File: src/rtl/trap_pkg.sv
// trap_pkg: shared types and constants for the machine-mode trap sequencer
package trap_pkg;
  localparam int XLEN = 64;
  typedef enum logic [1:0] {IDLE, DRAIN, COMMIT, REDIRECT} state_t;
  typedef enum logic [1:0] {TRAP, IRQ, RET} kind_t;
  localparam logic [3:0] CAUSE_ILLEGAL = 4'd2;
  localparam logic [3:0] CAUSE_BREAK = 4'd3;
  localparam logic [3:0] CAUSE_ECALL_M = 4'd11;
  localparam logic [XLEN-1:0] CAUSE_MTI = 64'h8000_0000_0000_0007;
  localparam logic [1:0] MTVEC_VECTORED = 2'b01;
endpackage

File: src/rtl/trap_target.sv
// trap_target: redirect target for a trap, interrupt or mret
module trap_target
  import trap_pkg::*;
(
  input  logic [XLEN-1:0] mtvec,
  input  logic [XLEN-1:0] mepc,
  input  kind_t           kind,
  input  logic [XLEN-1:0] cause,
  output logic [XLEN-1:0] target
);
  logic [XLEN-1:0] base;
  logic            unused_cause;
  assign base = {mtvec[XLEN-1:2], 2'b00};
  assign unused_cause = ^cause[XLEN-1:XLEN-2];
  // vectored interrupts land at base + 4*code; the interrupt flag shifts out of the offset
  assign target = kind == RET ? mepc
                : kind == IRQ && mtvec[1:0] == MTVEC_VECTORED ? base + {cause[XLEN-3:0], 2'b00}
                : base;
endmodule

File: src/rtl/trap_ctrl.sv
// trap_ctrl: machine-mode trap sequencer driving csrfile trap strobes and the fetch redirect
module trap_ctrl
  import trap_pkg::*;
(
  input  logic            i_clk,
  input  logic            i_reset,
  input  logic            i_exc_valid,
  input  logic [3:0]      i_exc_cause,
  input  logic [XLEN-1:0] i_exc_pc,
  input  logic            i_mret,
  input  logic [XLEN-1:0] i_next_pc,
  input  logic            i_pipe_idle,
  input  logic [XLEN-1:0] i_mtvec,
  input  logic [XLEN-1:0] i_mepc,
  input  logic [XLEN-1:0] i_mie,
  input  logic [XLEN-1:0] i_mip,
  input  logic            i_mstatus_mie,
  input  logic            i_halted,
  output logic [XLEN-1:0] o_mepc_data,
  output logic            o_mepc_we,
  output logic [XLEN-1:0] o_mcause_data,
  output logic            o_mcause_we,
  output logic            o_mie_clear,
  output logic            o_mie_restore,
  output logic            o_redirect_valid,
  output logic [XLEN-1:0] o_redirect_pc,
  input  logic            i_redirect_ack,
  output logic            o_stall
);
  state_t          state;
  kind_t           kind;
  logic            irq;
  logic            take_exc;
  logic [XLEN-1:0] target;
  logic            unused_csr;
  assign irq = i_mip[7] & i_mie[7] & i_mstatus_mie & ~i_halted;
  assign take_exc = i_exc_valid && (state == IDLE || state == DRAIN);
  assign unused_csr = ^{i_mip[XLEN-1:8], i_mip[6:0], i_mie[XLEN-1:8], i_mie[6:0]};
  trap_target u_target (
    .mtvec  (i_mtvec),
    .mepc   (i_mepc),
    .kind   (kind),
    .cause  (o_mcause_data),
    .target (target)
  );
  // strobes are raised on entry to COMMIT so csrfile sees them for exactly that cycle
  always_ff @(posedge i_clk or negedge i_reset) begin
    if (!i_reset) begin
      state            <= IDLE;
      kind             <= TRAP;
      o_stall          <= 1'b0;
      o_mepc_we        <= 1'b0;
      o_mcause_we      <= 1'b0;
      o_mie_clear      <= 1'b0;
      o_mie_restore    <= 1'b0;
      o_mepc_data      <= '0;
      o_mcause_data    <= '0;
      o_redirect_valid <= 1'b0;
      o_redirect_pc    <= '0;
    end else begin
      o_mepc_we     <= 1'b0;
      o_mcause_we   <= 1'b0;
      o_mie_clear   <= 1'b0;
      o_mie_restore <= 1'b0;
      if (take_exc) begin
        kind          <= TRAP;
        o_mcause_data <= {{(XLEN-4){1'b0}}, i_exc_cause};
        o_mepc_data   <= {i_exc_pc[XLEN-1:1], 1'b0};
        o_mepc_we     <= 1'b1;
        o_mcause_we   <= 1'b1;
        o_mie_clear   <= 1'b1;
        o_stall       <= 1'b1;
        state         <= COMMIT;
      end else begin
        case (state)
          IDLE:
            if (i_mret) begin
              kind          <= RET;
              o_mie_restore <= 1'b1;
              o_stall       <= 1'b1;
              state         <= COMMIT;
            end else if (irq) begin
              kind    <= IRQ;
              o_stall <= 1'b1;
              state   <= DRAIN;
            end
          DRAIN:
            if (!irq) begin
              o_stall <= 1'b0;
              state   <= IDLE;
            end else if (i_pipe_idle) begin
              o_mcause_data <= CAUSE_MTI;
              o_mepc_data   <= {i_next_pc[XLEN-1:1], 1'b0};
              o_mepc_we     <= 1'b1;
              o_mcause_we   <= 1'b1;
              o_mie_clear   <= 1'b1;
              state         <= COMMIT;
            end
          COMMIT: begin
            o_redirect_valid <= 1'b1;
            o_redirect_pc    <= target;
            state            <= REDIRECT;
          end
          REDIRECT:
            if (i_redirect_ack) begin
              o_redirect_valid <= 1'b0;
              o_stall          <= 1'b0;
              state            <= IDLE;
            end
          default: state <= IDLE;
        endcase
      end
    end
  end
endmodule

File: config.mk
export PLATFORM = sky130hd
export DESIGN_NAME = trap_ctrl
export DESIGN_NICKNAME = d
export VERILOG_FILES = /design/src/rtl/trap_pkg.sv /design/src/rtl/trap_target.sv /design/src/rtl/trap_ctrl.sv
export SDC_FILE = /design/constraint.sdc
export NUM_CORES = 1
export LEC_CHECK = 0
export ABC_AREA = 1
export BUFFER_PORTS_ARGS = -buffer_cell sky130_fd_sc_hd__buf_4
export CORE_AREA = 4 4 229 231
export DETAILED_ROUTE_END_ITERATION = 12
export DIE_AREA = 0 0 233 235
export HOLD_SLACK_MARGIN = 0.06
export PLACE_DENSITY = 0.38
export SETUP_SLACK_MARGIN = 0.05
export SLEW_MARGIN = 10
export SYNTH_ARGS = -nofsm -noshare
export SYNTH_HDL_FRONTEND = slang
export SYNTH_SLANG_ARGS = --single-unit
File: constraint.sdc
create_clock -name i_clk -period 3.5 [get_ports i_clk]
set_clock_uncertainty 0.1 [all_clocks]
set_input_delay 0.175 -clock i_clk [delete_from_list [all_inputs] [get_ports i_clk]]
set_output_delay 0.175 -clock i_clk [all_outputs]
set_load 0.02 [all_outputs]
======== Word-level counts from Yosys, hierarchy flattened ========
Cells that the tools add are included.
operators by class
  eq/ne operators ......................... 11
  add/subtract/negate cells ............... 1
  reductions and logical operators ........ 17
  bitwise operators ....................... 5
  multiplexer cells ....................... 33
operator list
  cell                number
  $mux 64             10
  $add 64x64->64      1
  $mux 2              8
  $mux 1              12
  $reduce_bool 2->1   5
  $reduce_and 3->1    3
  $ne 4x4->1 const B  2
  $pmux 2 s4          1
  $eq 2x1->1 const B  3
  $eq 2x2->1 const B  3
  $ne 3x3->1 const B  2
  $reduce_and 2->1    2
  $reduce_and 4->1    1
  $reduce_bool 4->1   1
  $and 1x1->1         3
  $pmux 1 s3          1
  $reduce_bool 3->1   1
  $logic_and 1x1->1   2
  $logic_not 2->1     1
  $ne 2x2->1 const B  1
  $not 1->1           2
  $pmux 1 s2          1
  $logic_or 1x1->1    1
word-level totals
  bits in registers ....................... 200
  logic and storage cells ................. 76
  output and inout port bits .............. 198

======== Depth between registers and ports, before layout ========
  depth after elaboration ................. 7
  mapped depth ............................ 13
  depth with buffers taken out ............ 13

======== By module ========
From an unflattened synthesis, not the netlist that was laid out.
second synthesis, totals
  cell total of the unflattened synthesis .. 2281
  area, all modules ....................... 13586.8 sq um
by module, submodules not included
  module       instances  cells each  seq. area each (sq um)  area an instance (sq um)
  trap_target  1          1533        0.0                     6956.7
  trap_ctrl    1          748         3503.4                  6630.1

======== Worst setup path before layout ========
Ideal clock, no wire load.
  path type ............................... register to register
  start point ............................. reg o_mcause_data[0]
  end point ............................... reg o_redirect_pc[46]
  setup time .............................. 117 ps
  path slack .............................. 1313 ps
  cell stages (with the launch flop) ...... 12
  buffers on the path ..................... 0
  arrival ................................. 1970 ps
  cells stage by stage .................... dfrtp_1 > ha_1 > fa_1 > nand3_1 > nand3_2 > nand3_1 > nor2_1 > nand2_1 > nor2_1 > or2_2 > nand3_1 > nand2_1
between the ends
  cells in the longest elaborated chain, start to end .. 3
ends and longest elaborated chain
  what                      RTL line           source
  start: declaration        trap_ctrl.sv:21    output logic [XLEN-1:0] o_mcause_data,
  start signal: assignment  trap_ctrl.sv:67    o_mcause_data <= {{(XLEN-4){1'b0}}, i_exc_cause};
  $add 64x64->64            trap_target.sv:17  : kind == IRQ && mtvec[1:0] == MTVEC_VECTORED ? base + {cause[XLEN-3:0], 2'b00}
  $mux 64                   trap_target.sv:17
  $mux 64                   trap_target.sv:16  assign target = kind == RET ? mepc
  end signal: assignment    trap_ctrl.sv:101   o_redirect_pc <= target;
  end: declaration          trap_ctrl.sv:26    output logic [XLEN-1:0] o_redirect_pc,
Every way passes these cells.
A chain may end at the register's enable or synchronous reset.

======== Worst setup path after layout ========
  start point ............................. reg o_mcause_data[0]
  end point ............................... reg o_redirect_pc[34]
Same word-level chain as after synthesis.

==> results.md <==
* Hold Violations, Final at 0
* Worst vdd ir at 353.3 µV
* Routed wire length at 47320 µm
* I/O Pins at roughly 590
* Synth cell count leaders: 505 x nand2_1, 162 x nor2_1, 140 x dfrtp_1, 83 x inv_1, 82 x nand3_1
* Clock-pin transition on the worst setup and hold timing paths at ~0.070 ns
* Via count at 10970
* Worst setup margin at between 0.4 and 0.5 ns
* Req. time, crit path at around 3.8 ns
* Finish-stage setup viols at 0
* TritonRoute pass-1 iters at 4
* # clock sinks at 140
* Leading cell type by number of instances after synthesis: nand2_1
* Mapped Avg Cell Area at a little under 7 µm²
* Dpl ws at 0.9553 ns
* Clk pwr share at roughly 18%
* Sw power at roughly 5 mW
* Register area share after synthesis at 39.15%
* All-Layer GR Usage at between 10% and 20%
* Share of layout cells above drive strength 1 at 24.44%
* P_int at between 6 and 7 mW
* Final Max Tran Viols at 0
* Net count, final at approximately 2400
* Vias per inst at slightly above 4
* PD cells at between 700 and 800 mW/mm²
* Number of synthesized flops with an enable pin at 0
* Post-CTS setup buffer count at 0
* Post-synthesis cell count at about 1300
* Max-Cap Viols at 0
* Core area at 0.05007 mm²
* Remaining antenna violation count after routing at 0
* Post-route DRC at 0
* Reg power frac at 25.0%
* RSZ-0062 raised after global routing: false
* Leakage at between 7 and 8 nW
* Clock Latency Late Sink at 0.49 ns
* Ys async rst share at 100.0%
* Largest net degree at the start of global routing at 69
* Yosys top cell area share at just under 40%
* Rel. slew slack at 44.69%
* Gpl congestion at approximately 0.85
* Status: finished, final reports clean
* First-pass GRT wire length at a little over 70000 µm
* Post-synth top area cell: dfrtp_1
* H-tree depth at 4
* Arrival time worst endpoint at 3.32 ns
* Starting Density at 17.87%
* Grt total ovfl at 0
* Chip width at approximately 230 µm
* Synth Flop Type: dfrtp_1
* Finished Layout Cells at 2648
* Hold Path Class: primary input to flop
* Beginning of the critical path: o_mcause_data[0]
* Post-Synthesis Cell Area at roughly 0.0089 mm²
* Setup TNS Final at 0 ns
* Crit path kind: flop to flop
* Area delta synth->final at 75.97%
* DIE AREA at ~0.055 mm²
* HP Start: i_mtvec[38]
* Row Count at 82
* Worst-margin pin slew at 0.8297 ns
* Fin crit period at 3.049 ns
* Worst R2R Start: o_mcause_data[0]
* Logic pwr share at between 50% and 60%
* Placed Cells at around 2400
* Switching Fraction at 42.47%
* Post-DP HPWL at around 36000 µm
* Initial antenna violation count at 6
* Deepest clock path buffer count at 2
* Worst setup EP type: flop
* Crit-path max FO at 9
* DR iter-0 viols at between 400 and 500
* Ys Warns at 0
* CTS tree: built
* Achievable clock frequency at roughly 330 MHz
* Synth Register Bits at 140
* Synth unique cells at 40
* WL/cell at 17.87 µm
* Die H at roughly 240 µm
* PortBufs at approximately 410
* Fin crit share at around 87%
* Synth area leaders: dfrtp_1 39%, nand2_1 21%, nor2_1 6.8%, buf_4 5.5%, nand3_1 4.6%
* Worst Setup Start Kind: flop
* Root Buffer: clkbuf_16
* Number of global-route vias before repair at ~11000
* TritonCTS Buffers at 17
## path summary, 6_finish.rpt
| check | endpoint | slack (ns) | cells past startpoint |
|---|---|---|---|
| max reg2reg | o_redirect_pc[34] | 0.45 | 12 |
| min | o_redirect_pc[38] | 0.07 | 5 |
| min in group asynchronous | o_mepc_data[14] | 0.13 | 2 |
| max | o_redirect_pc[34] | 0.45 | 12 |
| max in group asynchronous | o_mepc_data[6] | 2.22 | 3 |
| min reg2reg | o_redirect_pc[47] | 0.38 | 2 |
## critical path, stage by stage (launching register included)
cell and delay, ns:
dfrtp_1 0.38, ha_1 0.19, fa_1 0.23, nand3_1 0.11
nand3_2 0.17, nand4_1 0.16, nor2_2 0.53, nand3_1 0.14
nand2_1 0.09, nand3_1 0.14, nand2_1 0.10, dlygate4sd3_1 0.54
nand2_1 0.05
## cells in the final DEF, fill, tap and decap left out, types with 4 or more instances in the layout
cell / n
nand2_1: 504
buf_4: 417
dlygate4sd3_1: 257
nor2_1: 162
dfrtp_1: 140
inv_1: 83
nand3_1: 82
a31oi_1: 65
conb_1: 60
o21ai_0: 30
nand4_1: 21
clkbuf_16: 17
a21oi_1: 15
nor3_1: 11
a22o_1: 8
nor2_4: 7
xnor2_1: 7
inv_2: 6
nand3b_1: 6
o211ai_1: 6
nor2_2: 5
o21bai_1: 5
clkinvlp_4: 5
diode_2: 4
nand2_2: 4
xor2_1: 4
o22ai_1: 4
ha_1: 4
bufinv_16: 4
## stage by stage
step | power [mW] | instance area [µm²] | util, % | hold slack, ns
finish | 11.78 | 15750 | 31.45 | 0.07149
global route | 12.65 | 15740 | 31.44 | 0.09094
detailed placement | 8.551 | 12540 | 25.06 | 0.1277
floorplan | 5.969 | 9170 | - | -0.2206
CTS | 11.94 | 15740 | 31.43 | 0.06316
global placement | 8.517 | 12540 | 25.06 | 0.1282
## flip-flops by register name, indices dropped and copies added (netlist names)
register and flops:
kind 2, o_mcause_data 5, o_mepc_data 63, o_mie_clear 1, o_mie_restore 1, o_redirect_pc 64, o_redirect_valid 1, o_stall 1
state 2
## metal layers
layer	global-route usage [%]	vias to the layer above	share of wire (%)
li1	-	5412	-
met1	21.14	5142	43
met2	28.83	382	47
met3	6.080	32	8.8
met4	4.220	4	1.3
met5	0	-	0.034
## layout make-up
class / count / area (µm²)
inverter: 89 / 334.1
fill: 5527 / 34320
sequential: 140 / 3503
timing repair buffer: 678 / 5774
clock inverter: 14 / 193.9
antenna: 4 / 10.01
tap: 672 / 840.8
clock buffer: 17 / 425.4
multi-input combinational: 1034 / 4664
## what timing repair did
action	4_1_cts	5_1_grt
endpoints found under the hold margin	197	0
gates resized for setup	0	0
hold buffers	257	0
## power by group through the flow
stage | combinational [mW] | clock [mW] | sequential [mW]
6_report | 6.77 | 2.06 | 2.95
5_1_grt | 7.42 | 2.18 | 3.05
4_1_cts | 6.85 | 2.14 | 2.95
3_5_place_dp | 5.59 | 0 | 2.96
3_3_place_gp | 5.57 | 0 | 2.95
2_1_floorplan | 2.15 | 0 | 3.82
## cells by family after synthesis
kind of cell             after synthesis  share of synthesized area, %
adder cells (fa/ha/maj)                5                        0.7830
AO/OA/AOI/OAI                        144                         9.969
other                                  1                       0.04191
flip-flops                           140                         39.15
XOR/XNOR                              11                         1.077
AND/OR/NAND/NOR                      814                         37.58
buffers and inverters                200                         11.40
No activity file was read; power rests on OpenSTA's default activity.
